<file path="config.mk">
export PLATFORM = sky130hd
export DESIGN_NAME = controle_multiciclo_flat
export DESIGN_NICKNAME = d
export VERILOG_FILES = /design/src/rtl/controle_multiciclo_pkg.sv /design/src/rtl/controle_multiciclo_if.sv /design/src/rtl/controle_multiciclo_decod.sv /design/src/rtl/controle_multiciclo.sv /design/src/flat_wrapper.sv
export SDC_FILE = /design/constraint.sdc
export NUM_CORES = 1
export LEC_CHECK = 0
export BUFFER_PORTS_ARGS = -buffer_cell sky130_fd_sc_hd__buf_2
export CAP_MARGIN = 0
export CELL_PAD_IN_SITES_DETAIL_PLACEMENT = 1
export CELL_PAD_IN_SITES_GLOBAL_PLACEMENT = 1
export CORE_UTILIZATION = 31
export DETAILED_ROUTE_END_ITERATION = 10
export PLACE_DENSITY = 0.76
export SLEW_MARGIN = 20
export SYNTH_ARGS = -nofsm -noshare
export SYNTH_HDL_FRONTEND = slang
export SYNTH_HIERARCHICAL = 1
export SYNTH_SLANG_ARGS = --single-unit
export TNS_END_PERCENT = 50
</file>
<file path="constraint.sdc">
create_clock -name clk -period 1.38 [get_ports clk]
set_input_delay 0.069 -clock clk [delete_from_list [all_inputs] [get_ports clk]]
set_output_delay 0.069 -clock clk [all_outputs]
set_load 0.02 [all_outputs]
</file>
<file path="src/rtl/controle_multiciclo_pkg.sv">
// Shared constants for the multicycle controller: opcodes, ULA ops, mux selects,
// state encoding and the single-bit control flag bundle.
package controle_pkg;

   localparam int unsigned OP_ADDI = 8;
   localparam int unsigned OP_LW   = 9;
   localparam int unsigned OP_SW   = 10;
   localparam int unsigned OP_BEQ  = 11;
   localparam int unsigned OP_BNE  = 12;
   localparam int unsigned OP_JUMP = 13;
   localparam int unsigned OP_NOP  = 14;
   localparam int unsigned OP_HALT = 15;

   localparam int unsigned ULA_ADD = 0;
   localparam int unsigned ULA_SUB = 1;

   localparam int unsigned ULA_B_REG = 0;
   localparam int unsigned ULA_B_UM  = 1;
   localparam int unsigned ULA_B_IMM = 2;

   localparam int unsigned FONTE_ULA   = 0;
   localparam int unsigned FONTE_SAIDA = 1;
   localparam int unsigned FONTE_SALTO = 2;

   typedef enum logic [3:0] {
      INICIO, FETCH, DECODE, EXEC_R, WB_R, EXEC_I, WB_I,
      ENDER, MEM_RD, WB_MEM, MEM_WR, DESVIO, SALTO, HALT
   } estado_t;

   typedef struct packed {
      logic esc_cp;
      logic esc_cond_cp;
      logic cond_ne;
      logic ula_a;
      logic esc_ir;
      logic le_mem;
      logic esc_mem;
      logic i_ou_d;
      logic esc_reg;
      logic reg_dst;
      logic mem_para_reg;
      logic halted;
   } ctrl_flags_t;

endpackage

</file>
<file path="src/rtl/controle_multiciclo_if.sv">
// Controller <-> datapath bundle: IR opcode in, every write enable and mux select out.
interface controle_multiciclo_if #(
   parameter int unsigned OPCODE_W   = 4,
   parameter int unsigned ULA_OP_W   = 4,
   parameter int unsigned ULA_B_W    = 2,
   parameter int unsigned FONTE_CP_W = 2
);
   logic [OPCODE_W-1:0]   opcode;
   logic                  esc_cp;
   logic                  esc_cond_cp;
   logic                  cond_ne;
   logic [FONTE_CP_W-1:0] fonte_cp;
   logic                  ula_a;
   logic [ULA_B_W-1:0]    ula_b;
   logic [ULA_OP_W-1:0]   ula_op;
   logic                  esc_ir;
   logic                  le_mem;
   logic                  esc_mem;
   logic                  i_ou_d;
   logic                  esc_reg;
   logic                  reg_dst;
   logic                  mem_para_reg;
   logic                  halted;

   modport master (
      input  opcode,
      output esc_cp, esc_cond_cp, cond_ne, fonte_cp, ula_a, ula_b, ula_op,
             esc_ir, le_mem, esc_mem, i_ou_d, esc_reg, reg_dst, mem_para_reg, halted
   );

   modport slave (
      output opcode,
      input  esc_cp, esc_cond_cp, cond_ne, fonte_cp, ula_a, ula_b, ula_op,
             esc_ir, le_mem, esc_mem, i_ou_d, esc_reg, reg_dst, mem_para_reg, halted
   );
endinterface

</file>
<file path="src/rtl/controle_multiciclo_decod.sv">
// Moore output decoder: (state, latched opcode) -> control word.
// mem_pronta only gates the FETCH IR/PC writes; it is tied high when memory never stalls.
module controle_decod
   import controle_pkg::*;
#(
   parameter int unsigned OPCODE_W   = 4,
   parameter int unsigned ULA_OP_W   = 4,
   parameter int unsigned ULA_B_W    = 2,
   parameter int unsigned FONTE_CP_W = 2
) (
   input  estado_t               estado,
   input  logic [OPCODE_W-1:0]   opcode_q,
   input  logic                  mem_pronta,
   output ctrl_flags_t           flags,
   output logic [FONTE_CP_W-1:0] fonte_cp,
   output logic [ULA_B_W-1:0]    ula_b,
   output logic [ULA_OP_W-1:0]   ula_op
);

   always_comb begin
      flags    = '0;
      fonte_cp = '0;
      ula_b    = '0;
      ula_op   = '0;
      case (estado)
         FETCH: begin
            flags.le_mem = 1'b1;
            flags.esc_ir = mem_pronta;
            flags.esc_cp = mem_pronta;
            ula_b        = ULA_B_W'(ULA_B_UM);
            ula_op       = ULA_OP_W'(ULA_ADD);
            fonte_cp     = FONTE_CP_W'(FONTE_ULA);
         end
         // Branch target precomputed into ULASaida while the opcode is decoded
         DECODE: begin
            ula_b  = ULA_B_W'(ULA_B_IMM);
            ula_op = ULA_OP_W'(ULA_ADD);
         end
         EXEC_R: begin
            flags.ula_a = 1'b1;
            ula_b       = ULA_B_W'(ULA_B_REG);
            ula_op      = opcode_q[ULA_OP_W-1:0];
         end
         WB_R: begin
            flags.esc_reg = 1'b1;
            flags.reg_dst = 1'b1;
         end
         EXEC_I, ENDER: begin
            flags.ula_a = 1'b1;
            ula_b       = ULA_B_W'(ULA_B_IMM);
            ula_op      = ULA_OP_W'(ULA_ADD);
         end
         WB_I: flags.esc_reg = 1'b1;
         MEM_RD: begin
            flags.le_mem = 1'b1;
            flags.i_ou_d = 1'b1;
         end
         WB_MEM: begin
            flags.esc_reg      = 1'b1;
            flags.mem_para_reg = 1'b1;
         end
         MEM_WR: begin
            flags.esc_mem = 1'b1;
            flags.i_ou_d  = 1'b1;
         end
         DESVIO: begin
            flags.ula_a       = 1'b1;
            flags.esc_cond_cp = 1'b1;
            flags.cond_ne     = (opcode_q == OPCODE_W'(OP_BNE));
            ula_b             = ULA_B_W'(ULA_B_REG);
            ula_op            = ULA_OP_W'(ULA_SUB);
            fonte_cp          = FONTE_CP_W'(FONTE_SAIDA);
         end
         SALTO: begin
            flags.esc_cp = 1'b1;
            fonte_cp     = FONTE_CP_W'(FONTE_SALTO);
         end
         HALT:    flags.halted = 1'b1;
         default: ;
      endcase
   end

endmodule

</file>
<file path="src/rtl/controle_multiciclo.sv">
// Multicycle CPU control FSM: state register, opcode latch and next-state logic.
// Optional CTRL_MEM_WAIT_EN adds mem_pronta and stalls FETCH/MEM_RD/MEM_WR until memory is ready.
module controle_multiciclo
   import controle_pkg::*;
#(
   parameter int unsigned OPCODE_W   = 4,
   parameter int unsigned ULA_OP_W   = 4,
   parameter int unsigned ULA_B_W    = 2,
   parameter int unsigned FONTE_CP_W = 2
) (
   input  logic clk,
   input  logic rst_n,
`ifdef CTRL_MEM_WAIT_EN
   input  logic mem_pronta,
`endif
   controle_multiciclo_if.master bus
);

   estado_t             state_q, state_d;
   logic [OPCODE_W-1:0] opcode_q, opcode_d;
   logic                mem_rdy_c;
   ctrl_flags_t         flags;

`ifdef CTRL_MEM_WAIT_EN
   assign mem_rdy_c = mem_pronta;
`else
   assign mem_rdy_c = 1'b1;
`endif

   always_ff @(posedge clk or negedge rst_n) begin
      if (!rst_n) begin
         state_q  <= INICIO;
         opcode_q <= '0;
      end else begin
         state_q  <= state_d;
         opcode_q <= opcode_d;
      end
   end

   always_comb begin
      state_d  = state_q;
      opcode_d = opcode_q;
      case (state_q)
         INICIO: state_d = FETCH;
         FETCH:  if (mem_rdy_c) state_d = DECODE;
         DECODE: begin
            opcode_d = bus.opcode;
            if (bus.opcode < OPCODE_W'(OP_ADDI)) begin
               state_d = EXEC_R;
            end else begin
               case (bus.opcode)
                  OPCODE_W'(OP_ADDI): state_d = EXEC_I;
                  OPCODE_W'(OP_LW),
                  OPCODE_W'(OP_SW):   state_d = ENDER;
                  OPCODE_W'(OP_BEQ),
                  OPCODE_W'(OP_BNE):  state_d = DESVIO;
                  OPCODE_W'(OP_JUMP): state_d = SALTO;
                  OPCODE_W'(OP_HALT): state_d = HALT;
                  default:            state_d = FETCH;
               endcase
            end
         end
         EXEC_R: state_d = WB_R;
         WB_R:   state_d = FETCH;
         EXEC_I: state_d = WB_I;
         WB_I:   state_d = FETCH;
         ENDER:  state_d = (opcode_q == OPCODE_W'(OP_SW)) ? MEM_WR : MEM_RD;
         MEM_RD: if (mem_rdy_c) state_d = WB_MEM;
         WB_MEM: state_d = FETCH;
         MEM_WR: if (mem_rdy_c) state_d = FETCH;
         DESVIO: state_d = FETCH;
         SALTO:  state_d = FETCH;
         HALT:   state_d = HALT;
         default: state_d = INICIO;
      endcase
   end

   controle_decod #(
      .OPCODE_W   (OPCODE_W),
      .ULA_OP_W   (ULA_OP_W),
      .ULA_B_W    (ULA_B_W),
      .FONTE_CP_W (FONTE_CP_W)
   ) u_decod (
      .estado     (state_q),
      .opcode_q   (opcode_q),
      .mem_pronta (mem_rdy_c),
      .flags      (flags),
      .fonte_cp   (bus.fonte_cp),
      .ula_b      (bus.ula_b),
      .ula_op     (bus.ula_op)
   );

   assign bus.esc_cp       = flags.esc_cp;
   assign bus.esc_cond_cp  = flags.esc_cond_cp;
   assign bus.cond_ne      = flags.cond_ne;
   assign bus.ula_a        = flags.ula_a;
   assign bus.esc_ir       = flags.esc_ir;
   assign bus.le_mem       = flags.le_mem;
   assign bus.esc_mem      = flags.esc_mem;
   assign bus.i_ou_d       = flags.i_ou_d;
   assign bus.esc_reg      = flags.esc_reg;
   assign bus.reg_dst      = flags.reg_dst;
   assign bus.mem_para_reg = flags.mem_para_reg;
   assign bus.halted       = flags.halted;

endmodule

</file>
<file path="src/flat_wrapper.sv">
// flat-port wrapper written by rule: the top's interface ports become plain ports
module controle_multiciclo_flat import controle_pkg::*;
#(
   parameter int unsigned OPCODE_W   = 4,
   parameter int unsigned ULA_OP_W   = 4,
   parameter int unsigned ULA_B_W    = 2,
   parameter int unsigned FONTE_CP_W = 2
)
  (clk, rst_n, bus_opcode, bus_esc_cp, bus_esc_cond_cp, bus_cond_ne, bus_fonte_cp, bus_ula_a, bus_ula_b, bus_ula_op, bus_esc_ir, bus_le_mem, bus_esc_mem, bus_i_ou_d, bus_esc_reg, bus_reg_dst, bus_mem_para_reg, bus_halted);
  controle_multiciclo_if #(.OPCODE_W(OPCODE_W), .ULA_OP_W(ULA_OP_W), .ULA_B_W(ULA_B_W), .FONTE_CP_W(FONTE_CP_W)) bus_i ();
  input  logic clk;
  input  logic rst_n;
  input wire logic [$bits(bus_i.opcode)-1:0] bus_opcode;
  output wire logic [$bits(bus_i.esc_cp)-1:0] bus_esc_cp;
  output wire logic [$bits(bus_i.esc_cond_cp)-1:0] bus_esc_cond_cp;
  output wire logic [$bits(bus_i.cond_ne)-1:0] bus_cond_ne;
  output wire logic [$bits(bus_i.fonte_cp)-1:0] bus_fonte_cp;
  output wire logic [$bits(bus_i.ula_a)-1:0] bus_ula_a;
  output wire logic [$bits(bus_i.ula_b)-1:0] bus_ula_b;
  output wire logic [$bits(bus_i.ula_op)-1:0] bus_ula_op;
  output wire logic [$bits(bus_i.esc_ir)-1:0] bus_esc_ir;
  output wire logic [$bits(bus_i.le_mem)-1:0] bus_le_mem;
  output wire logic [$bits(bus_i.esc_mem)-1:0] bus_esc_mem;
  output wire logic [$bits(bus_i.i_ou_d)-1:0] bus_i_ou_d;
  output wire logic [$bits(bus_i.esc_reg)-1:0] bus_esc_reg;
  output wire logic [$bits(bus_i.reg_dst)-1:0] bus_reg_dst;
  output wire logic [$bits(bus_i.mem_para_reg)-1:0] bus_mem_para_reg;
  output wire logic [$bits(bus_i.halted)-1:0] bus_halted;
  assign bus_i.opcode = bus_opcode;
  assign bus_esc_cp = bus_i.esc_cp;
  assign bus_esc_cond_cp = bus_i.esc_cond_cp;
  assign bus_cond_ne = bus_i.cond_ne;
  assign bus_fonte_cp = bus_i.fonte_cp;
  assign bus_ula_a = bus_i.ula_a;
  assign bus_ula_b = bus_i.ula_b;
  assign bus_ula_op = bus_i.ula_op;
  assign bus_esc_ir = bus_i.esc_ir;
  assign bus_le_mem = bus_i.le_mem;
  assign bus_esc_mem = bus_i.esc_mem;
  assign bus_i_ou_d = bus_i.i_ou_d;
  assign bus_esc_reg = bus_i.esc_reg;
  assign bus_reg_dst = bus_i.reg_dst;
  assign bus_mem_para_reg = bus_i.mem_para_reg;
  assign bus_halted = bus_i.halted;
  controle_multiciclo #(.OPCODE_W(OPCODE_W), .ULA_OP_W(ULA_OP_W), .ULA_B_W(ULA_B_W), .FONTE_CP_W(FONTE_CP_W)) u_core (.clk(clk), .rst_n(rst_n), .bus(bus_i));
endmodule
</file>
==> results of run 1 <==
synthesized netlist by cell type, types with 2 or more instances:
cell      n
and2_1    2
and3_1    5
buf_4     3
buf_6     2
dfrtp_1   8
mux2_4    4
nand2_1   3
nand2b_1  6
nand3_1   3
nand3b_1  3
nand4b_1  3
nor2_1    6
nor3_1    6
nor3b_1   2
nor4b_1   2
xnor2_1   2
worst paths after layout:
path,start,end,slack (ns),cells past startpoint
max in group asynchronous,rst_n,u_core/state_q[0],1.02,2
min,bus_opcode[3],u_core/state_q[3],0.11,3
max reg2reg,u_core/state_q[2],u_core/opcode_q[3],-0.06,4
min in group asynchronous,rst_n,u_core/opcode_q[2],0.18,2
max,u_core/state_q[2],bus_esc_cond_cp,-0.06,4
min reg2reg,u_core/opcode_q[2],u_core/opcode_q[2],0.57,1
state kept, by name, indices dropped and copies added (netlist names):
register,cells
u_core/opcode_q,4
u_core/state_q,4
metal layers:
| layer | routed length, µm | global-route usage, % | up-vias |
|---|---|---|---|
| met5 | 0 | 0 | - |
| met4 | 10 | 7.14 | 0 |
| met3 | 69 | 1.82 | 2 |
| met2 | 1170 | 33.6 | 22 |
| met1 | 833 | 20.0 | 373 |
| li1 | - | - | 369 |
metrics by stage:
| stage | util [%] | power (mW) |
|---|---|---|
| after floorplan | - | 1.59 |
| after global placement | 41.5 | 2.00 |
| after detailed placement | 41.5 | 2.05 |
| after CTS | 49.0 | 2.55 |
| after global routing | 53.9 | 3.06 |
| final | 53.9 | 2.87 |
power by group through the flow:
stage                     clock (mW)  sequential, mW  combinational, mW
final                          0.176           0.511               2.19
after global routing           0.191           0.534               2.34
after CTS                      0.179           0.490               1.88
after detailed placement           0           0.504               1.55
after global placement             0           0.493               1.51
after floorplan                    0           0.471               1.12
critical path: cells and delay by family, from the launching register on:
| family | cells | cell delay (ns) |
|---|---|---|
| flip-flops | 1 | 0.44 |
| buffers and inverters | 2 | 0.37 |
| AND/OR/NAND/NOR | 2 | 0.32 |
what timing repair did:
action | 4_1_cts | 5_1_grt
resized for setup | 19 | 27
setup buffers | 7 | 0
setup endpoints to repair | 20 | 24
endpoints found under the hold margin | 8 | 0
hold buffers | 1 | 0
pin swaps | 2 | 1
cell families after synthesis:
family,after synthesis,synth area share (%)
mux,5,9.93
buf+inv,8,8.19
xor+xnor,2,2.44
flops,8,27.9
other cells,1,0.522
simple gates,45,40.2
compound gates,10,10.8
area by class of cell:
type	instances	area, µm²	share of cell area (%)
inverter	1	3.75	0.318
sequential	8	203	17.2
clock buffer	3	22.5	1.91
tap	28	35.0	2.97
multi-input combinational	64	552	46.8
timing repair buffer	44	364	30.9
==> results.cfg, run 1 <==
[run_status]
status = complete, but fails checks
violations = setup timing

[final_layout]
nets = 128
drive_gt1_share_pct = 59.2
final_cell_mix = buf_4 (22), buf_6 (11), buf_2 (9), dfrtp_1 (6)
final_cells = 148
fin_area_um2 = 1180
syn_to_final_growth_pct = 64.3
final_common_cell = buf_4
fillers = 251
n_antenna_cell = 0

[route]
initialDrtViolationCount = 4
via_per_inst = 5.18
ant_nets = 0
vias = 766
drtPass1Iterations = 5
drc = 0
routed_wl_mm = 2.08
wl_per_cell_um = 14.0

[sta]
grt_setup_unrepaired = yes
layout_setup_ws_ns = -0.0648
final-hold-violation-count = 0
setup_tns_ns = -0.685
fin_worst_skew_ns = 0.000495
period_share_pct = 105
holdWs_ns = 0.111
period_minus_slack_ns = 1.44
fmaxAchievable_mhz = 692
setup_viol = 14
slew_viol_final = 0

[clock_tree]
clockRootBuffer = clkbuf_4
clk-insertion-delay-late_ns = 0.25
cts_buffers = 3
clock_sinks = 8
clk_pin_slew_worst_paths_ns = 0.05
cts_tree = built
htree_num_levels = 1
clk_path_buf_depth = 2

[grt]
grt_max_degree = 9
globalRouteOverflowTotal = 0
grt_pass1_wl_mm = 3.40
grt_pass1_vias = 769
antenna_found_initial = 0
grt_usage_pct = 17.8

[worst_setup_path]
slowest_delay_ns = 0.44
crit_chain = buf_4 > nand2b_4 > nor2_1 > buf_2
cp_slowest_cell = dfrtp_2
worstSetupStartpointType = flip-flop
crit_required_ns = 1.31
critPathMaxFanout = 8
path_class = reg2out
end_kind = output port
crit_arrival_ns = 1.38

[synth]
ys_types = 35
synth_area_leaders = dfrtp_1 (28%), mux2_4 (8.4%), nand2b_1 (5.2%)
ys_warn_count = 6
async_reset_ff_share_pct = 100
ys_ff_latch = 8
synth_top_area_cell = dfrtp_1
synth_area_um2 = 718
syn-instance-count = 79
synth_top_area_share_pct = 27.9
synth_edf_count = 0
synth.avg_cell_area_um2 = 9.09
synth_ff_type = dfrtp_1
seq_area_frac_synth_pct = 27.9

[power]
switching_share_pct = 43.8
p_comb_share_pct = 76.1
p_leak_nw = 0.555
switchingPower_mw = 1.26
ir_worst_vdd_v = 0.00105
power_frac_clock_pct = 6.1
p_per_area_nw_per_um2 = 2430
p_seq_share_pct = 17.8
cellInternalPower_mw = 1.62

[placed_design]
place_area_um2 = 910
gp_congestion = 0.772
port_buffers = 25
dpl.cell_count = 137
pre_cts_ws_ns = 0.0373
dp_hpwl_mm = 1.44

[floorplan]
std_cell_rows = 17
fp.dieW_um = 50.1
pin_count = 26
start_util_pct = 32.8
die_area_um2 = 2510
core_area_um2 = 2190
die_h_um = 50.1

[min_path]
hp-class = in2reg

[flow_run]
maxCapViolations = 0
(Power assumes the default switching activity.)
==> run 2: changes to the inputs <==
==> constraint.sdc (replaced) <==
create_clock -name clk -period 1.38 [get_ports clk]
set_input_delay 0.276 -clock clk [delete_from_list [all_inputs] [get_ports clk]]
set_output_delay 0.276 -clock clk [all_outputs]
set_load 0.02 [all_outputs]
==> run 2 against run 1 <==
  * The run still ends with setup timing left
  * Sequential cell count unchanged
  * Core utilization increased by 4.7 points
  * Worst setup slack got worse by 0.21 ns
  * Final area increased by 8.8%
  * Wire length increased by 28%
  * Count of clock-buffer cells in the layout unchanged
  * Non-clock buffer count increased by 10
  * Via count increased by 5.4%
  * Sequential share of layout area decreased by 1.2 points
  * Global-route usage increased by 1.7 points
  * Critical path type unchanged
  * Highest routed layer unchanged
==> results.cfg, run 2 (synthesis gave the netlist of run 1 again) <==
[worst_setup_path]
r2r_slack_ns = -0.19
cp_slowest_cell = dfrtp_2
cp.buffers_inverters = 2
crit_chain = buf_4 > nand2b_1 > nor3_1 > buf_2
reg2reg_depth = 5
slowest_delay_ns = 0.45
end_kind = output port
path_class = reg2out
crit_arrival_ns = 1.37
reg2reg_from = u_core/state_q[0]
crit_required_ns = 1.10
critPathMaxFanout = 7
critPathTopFamily = flip-flops
reg2reg_to = u_core/opcode_q[1]
worstSetupStartpointType = flip-flop

[grt]
grt_usage_pct = 19.5
grt_max_degree = 9
antenna_found_initial = 0
globalRouteOverflowTotal = 0
grt_pass1_wl_mm = 3.64
grt_pass1_vias = 794

[min_path]
hold_end = u_core/opcode_q[3]
min_from = bus_opcode[3]
hp-class = in2reg
hold_depth = 2

[floorplan]
pin_count = 26
start_util_pct = 32.8
std_cell_rows = 17
fp.dieW_um = 50.1
core_area_um2 = 2190
die_h_um = 50.1
die_area_um2 = 2510

[sta]
fin_worst_skew_ns = 0.00834
layout_setup_ws_ns = -0.271
setup_viol = 27
period_minus_slack_ns = 1.65
holdWs_ns = 0.331
final-hold-violation-count = 0
fmaxAchievable_mhz = 606
period_share_pct = 120
grt_setup_unrepaired = yes
slew_viol_final = 0

[final_layout]
final_cell_mix = buf_4 (26), buf_6 (16), buf_2 (11)
nets = 138
final_common_cell = buf_4
drive_gt1_share_pct = 67.7
reg_top3 = u_core/opcode_q x4, u_core/state_q x4
syn_to_final_growth_pct = 78.7
n_antenna_cell = 0

[placed_design]
dp_hpwl_mm = 1.47
port_buffers = 25
gp_congestion = 0.761

[clock_tree]
clk_pin_slew_worst_paths_ns = 0.06
clk-insertion-delay-late_ns = 0.25
clock_sinks = 8
htree_num_levels = 1
clockRootBuffer = clkbuf_4
clk_path_buf_depth = 2
cts_buffers = 3
cts_tree = built

[power]
finalPower_mw = 3.17
p_per_area_nw_per_um2 = 2470
ir_worst_vdd_v = 0.000994
p_leak_nw = 0.592

[route]
drtPass1Iterations = 3
vias = 807
drc = 0
via_per_inst = 5.11
ant_nets = 0
wl_per_cell_um = 16.9
initialDrtViolationCount = 6
routed_wl_mm = 2.67

[run_status]
violations = setup timing
status = complete, but fails checks

[flow_run]
maxCapViolations = 0
[run 2: area by class of cell]
class                   count  area [µm²]
multi-input cells          64         577
inverters                   1        3.75
clock buffers               3        22.5
fillers                   248         907
repair buffers             54         440
well taps                  28        35.0
flip-flops and latches      8         205
[run 2: worst register-to-register path, cell delays in order, from the launching register on]
cell     delay (ns)
dfrtp_2        0.45
buf_4          0.15
buf_4          0.13
nor4b_4        0.26
buf_6          0.16
mux2_4         0.29
[run 2: how the worst max path moves through the flow]
stage                                 start           end  depth (start not counted)
final                     u_core/state_q[0]   bus_reg_dst                          4
after global routing      u_core/state_q[0]   bus_reg_dst                          4
after CTS                 u_core/state_q[0]  bus_ula_b[1]                          3
after detailed placement  u_core/state_q[2]   bus_cond_ne                          3
after global placement    u_core/state_q[2]  bus_ula_b[1]                          3
after floorplan           u_core/state_q[3]   bus_reg_dst                          2
[run 2: timing repair]
item	4_1_cts	5_1_grt
setup buffers	10	3
gates resized for setup	30	25
endpoints found under the hold margin	8	0
setup endpoints to repair	24	28
hold buffers	1	0
pin swaps	8	5
[run 2: per-stage QoR]
step           TNS (ns)  std cells  area, µm²  utilization (%)  worst slack (ns)
3_3_place_gp     -0.223        141        962             43.9           -0.0654
5_1_grt           -6.90        158       1280             58.6            -0.332
4_1_cts           -4.53        155       1160             52.8            -0.252
2_1_floorplan    -0.570         80        744                -           -0.0873
6_report          -4.92        158       1280             58.6            -0.271
3_5_place_dp     -0.729        141        962             43.9            -0.135
[run 2: layer usage]
layer,routed length (µm),global-route usage (%),up-vias,share of wire [%]
met2,1510,37.3,26,57
met5,0,0,-,0
met1,1010,19.6,389,38
li1,-,-,386,-
met4,66,10.0,0,2.5
met3,72,3.64,6,2.7
[run 2: power breakdown]
group / internal [mW] / total [mW] / switching, mW / leakage (nW)
clock network: 0.0993 / 0.176 / 0.0769 / 0.0138
registers: 0.363 / 0.562 / 0.199 / 0.0927
logic: 1.30 / 2.43 / 1.12 / 0.485
